**src/rtl/nibble_serial_adder.sv**
```systemverilog
// Digit-serial adder: one 4-bit slice iterated NIB times with a registered
// inter-nibble carry, wrapped in valid/ready handshakes on both sides.
//
// state | meaning
// ------+-------------------------------------------------------------
// IDLE  | InReady high; operands and Cin captured on InValid
// RUN   | one nibble per cycle through the slice, LSB nibble first
// DONE  | OutValid high, Sum held until OutReady
module nibble_serial_adder #(
    parameter int WIDTH = 16
) (
    input  logic             CLK,
    input  logic             RST,
    input  logic             InValid,
    output logic             InReady,
    input  logic [WIDTH-1:0] A,
    input  logic [WIDTH-1:0] B,
    input  logic             Cin,
    output logic             OutValid,
    input  logic             OutReady,
    output logic [WIDTH:0]   Sum
);

    localparam int NIB = WIDTH / 4;
    localparam int CW  = (NIB > 1) ? $clog2(NIB) : 1;
    localparam logic [CW-1:0] LAST = CW'(NIB - 1);

    localparam logic [1:0] IDLE = 2'd0;
    localparam logic [1:0] RUN  = 2'd1;
    localparam logic [1:0] DONE = 2'd2;

    logic [1:0]       state;
    logic [WIDTH-1:0] a_r;
    logic [WIDTH-1:0] b_r;
    logic [WIDTH:0]   sum_r;
    logic             carry;
    logic [CW-1:0]    count;
    logic [4:0]       slice;

    // Full 5-bit add so the nibble carry is the true carry, not a top-bit generate.
    assign slice = {1'b0, a_r[3:0]} + {1'b0, b_r[3:0]} + {4'b0000, carry};

    always_ff @(posedge CLK) begin
        if (RST) begin
            state <= IDLE;
            carry <= 1'b0;
            count <= '0;
            sum_r <= '0;
        end else begin
            case (state)
                IDLE: begin
                    if (InValid) begin
                        a_r   <= A;
                        b_r   <= B;
                        carry <= Cin;
                        count <= '0;
                        state <= RUN;
                    end
                end
                RUN: begin
                    sum_r[WIDTH-1:0] <= {slice[3:0], sum_r[WIDTH-1:4]};
                    a_r   <= a_r >> 4;
                    b_r   <= b_r >> 4;
                    carry <= slice[4];
                    count <= count + 1'b1;
                    if (count == LAST) begin
                        sum_r[WIDTH] <= slice[4];
                        state        <= DONE;
                    end
                end
                DONE: begin
                    if (OutReady) begin
                        state <= IDLE;
                    end
                end
                default: state <= IDLE;
            endcase
        end
    end

    assign InReady  = (state == IDLE);
    assign OutValid = (state == DONE);
    assign Sum      = sum_r;

endmodule

```
**config.mk**
```make
export PLATFORM = sky130hd
export DESIGN_NAME = nibble_serial_adder
export DESIGN_NICKNAME = d
export VERILOG_FILES = /design/src/rtl/nibble_serial_adder.sv
export SDC_FILE = /design/constraint.sdc
export NUM_CORES = 1
export LEC_CHECK = 0
export CORE_ASPECT_RATIO = 2
export CORE_MARGIN = 4
export CORE_UTILIZATION = 30
export CTS_CLUSTER_DIAMETER = 80
export DETAILED_ROUTE_END_ITERATION = 8
export GPL_TIMING_DRIVEN = 0
export PLACE_DENSITY_LB_ADDON = 0.2
export SYNTH_ARGS = -nofsm -noshare
export SYNTH_HDL_FRONTEND = slang
export SYNTH_SLANG_ARGS = --single-unit
```
**constraint.sdc**
```tcl
create_clock -name CLK -period 14.4 [get_ports CLK]
set_clock_uncertainty 0.2 [all_clocks]
set_input_delay 4.32 -clock CLK [delete_from_list [all_inputs] [get_ports CLK]]
set_output_delay 4.32 -clock CLK [all_outputs]
set_load 0.02 [all_outputs]
```
Word-level counts from Yosys, hierarchy flattened:

Cells that the tools add are included.
Widths: inputs -> output; s select.

* flip-flop bits (word level): 54
* input port bits: 37
* output and inout port bits: 19
* word-level logic and storage cells: 35

* add/subtract/negate cells: 3
* eq/ne operators: 6
* mux-type cells: 12
* bitwise logic cells: 1
* reductions and logical operators: 6

Operators with widths (count)
* $pmux 16 s2: 2
* $mux 16: 2
* $mux 2: 4
* $pmux 2 s3: 1
* $reduce_and 3->1: 2
* $add 4x4->5: 1
* $add 5x1->5: 1
* $eq 2x2->1 const B: 2
* $ne 2x2->1 const B: 2
* $pmux 2 s2: 1
* $reduce_and 2->1: 2
* $add 2x1->2 const B: 1
* $eq 2x1->1 const B: 1
* $logic_not 2->1: 1
* $ne 2x1->1 const B: 1
* $pmux 1 s2: 1
* $reduce_bool 2->1: 1
* $mux 1: 1
* $not 1->1: 1

Depth between registers and ports, before layout:

Gate-level depths: netlist (run 1).

* depth in word-level cells: 3
* depth in mapped cells: 6
* depth with buffers taken out: 6

Least setup slack after synthesis (run 1):

Ideal clock, no wire load.

* path kind: input -> register
* start: input RST
* end: register a_r[0], enable pin
* library setup time: 461 ps
* data arrival time: 6932 ps
* setup slack: 6807 ps
* stages on the path: 3
* path buffers: 2
* cells stage by stage: clkbuf_1 clkbuf_1 nor3_1

* cells in the longest elaborated chain, start to end: 2

RTL lines
* start: declaration: RTL line 13 `input logic RST,`
* $not 1->1 (no source line)
* $reduce_and 3->1 (no source line)
* end signal: assignment: RTL line 62 `a_r <= a_r >> 4;`
* end: declaration: RTL line 33 `logic [WIDTH-1:0] a_r;`

No other way between the ends.
A chain may end at the register's enable or synchronous reset.

Worst setup path after layout (run 1):

* start: input InValid
* end: register b_r[0], enable pin

* cells in the longest elaborated chain, start to end: 2

RTL lines
* start: declaration: RTL line 14 `input logic InValid,`
* $ne 2x2->1 (no source line)
* $reduce_and 3->1 (no source line)
* end signal: assignment: RTL line 63 `b_r <= b_r >> 4;`
* end: declaration: RTL line 34 `logic [WIDTH-1:0] b_r;`

No other way between the ends.

==> results of run 1 <==
[flip-flops by register name, summed over array words and instances (netlist names)]
signal  count
Sum        17
a_r        16
b_r        16
count       2
state       2
carry       1
[metrics by stage]
stage | worst slack (ns) | power (W) | area [um^2] | std cells | hold slack [ns]
floorplan | 6.81 | 0.000208 | 2310 | 239 | 0.257
finish | 8.09 | 0.000348 | 3140 | 397 | 0.254
global route | 7.92 | 0.000365 | 3140 | 397 | 0.281
global placement | 5.54 | 0.000229 | 2960 | 387 | 0.247
detailed placement | 7.76 | 0.000231 | 3000 | 389 | 0.249
CTS | 8.05 | 0.000353 | 3140 | 397 | 0.259
[Yosys cell counts (all sizes together) (3+ instances only)]
| master | n |
|---|---|
| and2 | 8 |
| edfxtp | 32 |
| ha | 4 |
| inv | 7 |
| o21ai | 3 |
| a21oi | 19 |
| dfxtp | 22 |
| nor2 | 5 |
| nor2b | 4 |
| clkbuf | 5 |
| nand2 | 101 |
| buf | 9 |
[cell type report]
type                    count  area [um^2]  area share
flip-flops and latches     54         1400       0.446
multi-input cells         164          810       0.257
repair buffers             56          567       0.180
clock buffers               7          144      0.0458
well taps                  94          118      0.0374
plain buffers              14         73.8      0.0235
inverters                   7         26.3     0.00836
clock inverters             1         5.00     0.00159
[report_power, final]
| part | internal [W] | leakage [nW] | switching [W] |
|---|---|---|---|
| logic | 0.0000233 | 0.668 | 0.0000239 |
| registers | 0.000175 | 0.487 | 0.00000438 |
| clock network | 0.0000697 | 0.0769 | 0.0000521 |
[per-layer routing]
metal	routed length (um)	vias up	track usage
li1	-	904	-
met1	1900	831	0.114
met2	2900	37	0.216
met3	185	11	0.0260
met4	187	0	0.0650
met5	0	-	0
[critical path, delay by kind of cell]
kind	cells	cell delay, ns
AND/OR/NAND/NOR	2	0.84
buffers and inverters	3	0.94
[final timing paths]
path / end / from / slack, ns
setup reg to reg: b_r[0] / state[0] / 12.16
hold reg to reg: Sum[0] / Sum[0] / 0.25
hold / removal: Sum[0] / Sum[0] / 0.25
setup / recovery: b_r[0] / InValid / 8.09
[cell families (layout without fill, tap and decap cells)]
group | Yosys count | in the layout | share of synthesized area
DFF | 54 | 54 | 0.608
and+or+nand+nor | 128 | 128 | 0.232
AOI/OAI and AO/OA | 28 | 28 | 0.0700
xor gates and xnor gates | 1 | 1 | 0.00380
adders and majority gates | 6 | 6 | 0.0391
buffers and inverters | 21 | 85 | 0.0434
muxes | 1 | 1 | 0.00434
==> flow_summary.json, run 1 <==
{
  "status": "completed",
  "clock-sinks": 54,
  "p_leak_nw": 1.23,
  "grt_pass1_vias": 1699,
  "most-common-layout-cells": "nand2_1, clkdlybuf4s50_1, edfxtp_1, dfxtp_1, a21oi_1",
  "synthFlopType": "edfxtp_1",
  "synthToLayoutAreaGrowth_pct": 36.4,
  "cts.clk_slew.worst_paths_ns": 0.06,
  "syn_area_per_cell_um2": 9.65,
  "die_x_um": 70.0,
  "ys_types": 28,
  "finalCriticalPeriod_ns": 6.31,
  "cts_root_buf": "clkbuf_16",
  "crit_chain": "clkdlybuf4s50_1 -> nor2_1 -> nor3_2 -> buf_8 -> buf_6",
  "clk-insertion-delay-late_ns": 0.29,
  "min_period_over_period": 0.438,
  "core_area_um2": 7540,
  "wl_um": 5170,
  "hold_path.class": "reg -> reg",
  "rsz0062_at_grt": "false",
  "crit_fanout": 12,
  "netlist_area_um2": 2310,
  "drt-initial-drc-count": 58,
  "grt_util_all_layers": 0.116,
  "path_class": "in -> reg",
  "overflow": 0,
  "nNetsFinal": 345,
  "max_slew_margin": 0.356,
  "grt_max_degree": 16,
  "slowest_stage": "nor3_2",
  "viasPerCell": 4.49,
  "num_rows": 45,
  "cp-start-kind": "primary input",
  "drt_first_pass_iters": 4,
  "yosysWarnings": 0,
  "antenna_found_initial": 0,
  "synthTopCellsByArea": "edfxtp_1, dfxtp_1, nand2_1",
  "final_max_slew_viol_count": 0,
  "cts_hold_buf": 0,
  "tns_ns": 0,
  "numCtsBuffers": 5,
  "cts_tree": "done",
  "ir_drop_uv": 71.3,
  "wl_per_cell_um": 13.0,
  "post_cts.repair.setup_buffers": 0,
  "maxCapViolCount": 0,
  "n_antenna_cell": 0,
  "hold_depth": 2,
  "die_y_um": 132,
  "synth-edff-count": 32,
  "hold_viol": 0,
  "port_buffers": 54,
  "fp.dieArea_um2": 9240,
  "initial_utilization": 0.306,
  "dp_hpwl_um": 3930,
  "arrival_ns": 6.11,
  "crit_path_end_kind": "flop",
  "syn_inst": 239,
  "cp.required_ns": 14.20,
  "final_layout_size_suffix_gt1_frac": 0.0726,
  "post_cts_resized": 0,
  "drc": 0,
  "ctsLongestPathBuffers": 2,
  "yosysTopAreaCellShare": 0.417,
  "power_density_nw_per_um2": 111,
  "nFillCells": 784,
  "grt_first_pass_wirelength_um": 8260,
  "ant_nets": 0,
  "ys_seq_area_frac": 0.608,
  "ios": 56,
  "place_congestion": 0.830,
  "worstMarginPinSlew_ns": 0.961,
  "setup_viol": 0,
  "ys_ff_latch": 54,
  "reg2reg_depth": 4,
  "vias": 1783,
  "layout_commonest_cell": "nand2_1",
  "syn-num-nets": 282,
  "htreeDepth": 2,
  "crit_path_max_incr_delay_ns": 0.74,
  "max_freq_ghz": 0.159,
  "final_util": 0.417,
  "synthArstFlopShare": 0,
  "synth_top_area_cell": "edfxtp_1"
}
Power figures use the tool's default switching activity.
==> run 2: changes to the inputs <==
==> constraint.sdc (replaced) <==
create_clock -name CLK -period 5.85 [get_ports CLK]
set_clock_uncertainty 0.2 [all_clocks]
set_input_delay 1.755 -clock CLK [delete_from_list [all_inputs] [get_ports CLK]]
set_output_delay 1.755 -clock CLK [all_outputs]
set_load 0.02 [all_outputs]
==> results of run 2 <==
The final DEF is identical to that of run 1. Status: completed.
Main changes from that run: setup slack after placement 7.76 ns -> 1.78 ns; setup slack after layout 8.09 ns -> 2.11 ns; register-to-register setup slack 12.16 ns -> 3.61 ns; total power 0.000348 W -> 0.000857 W; worst IR drop on VDD 71.3 uV -> 175 uV
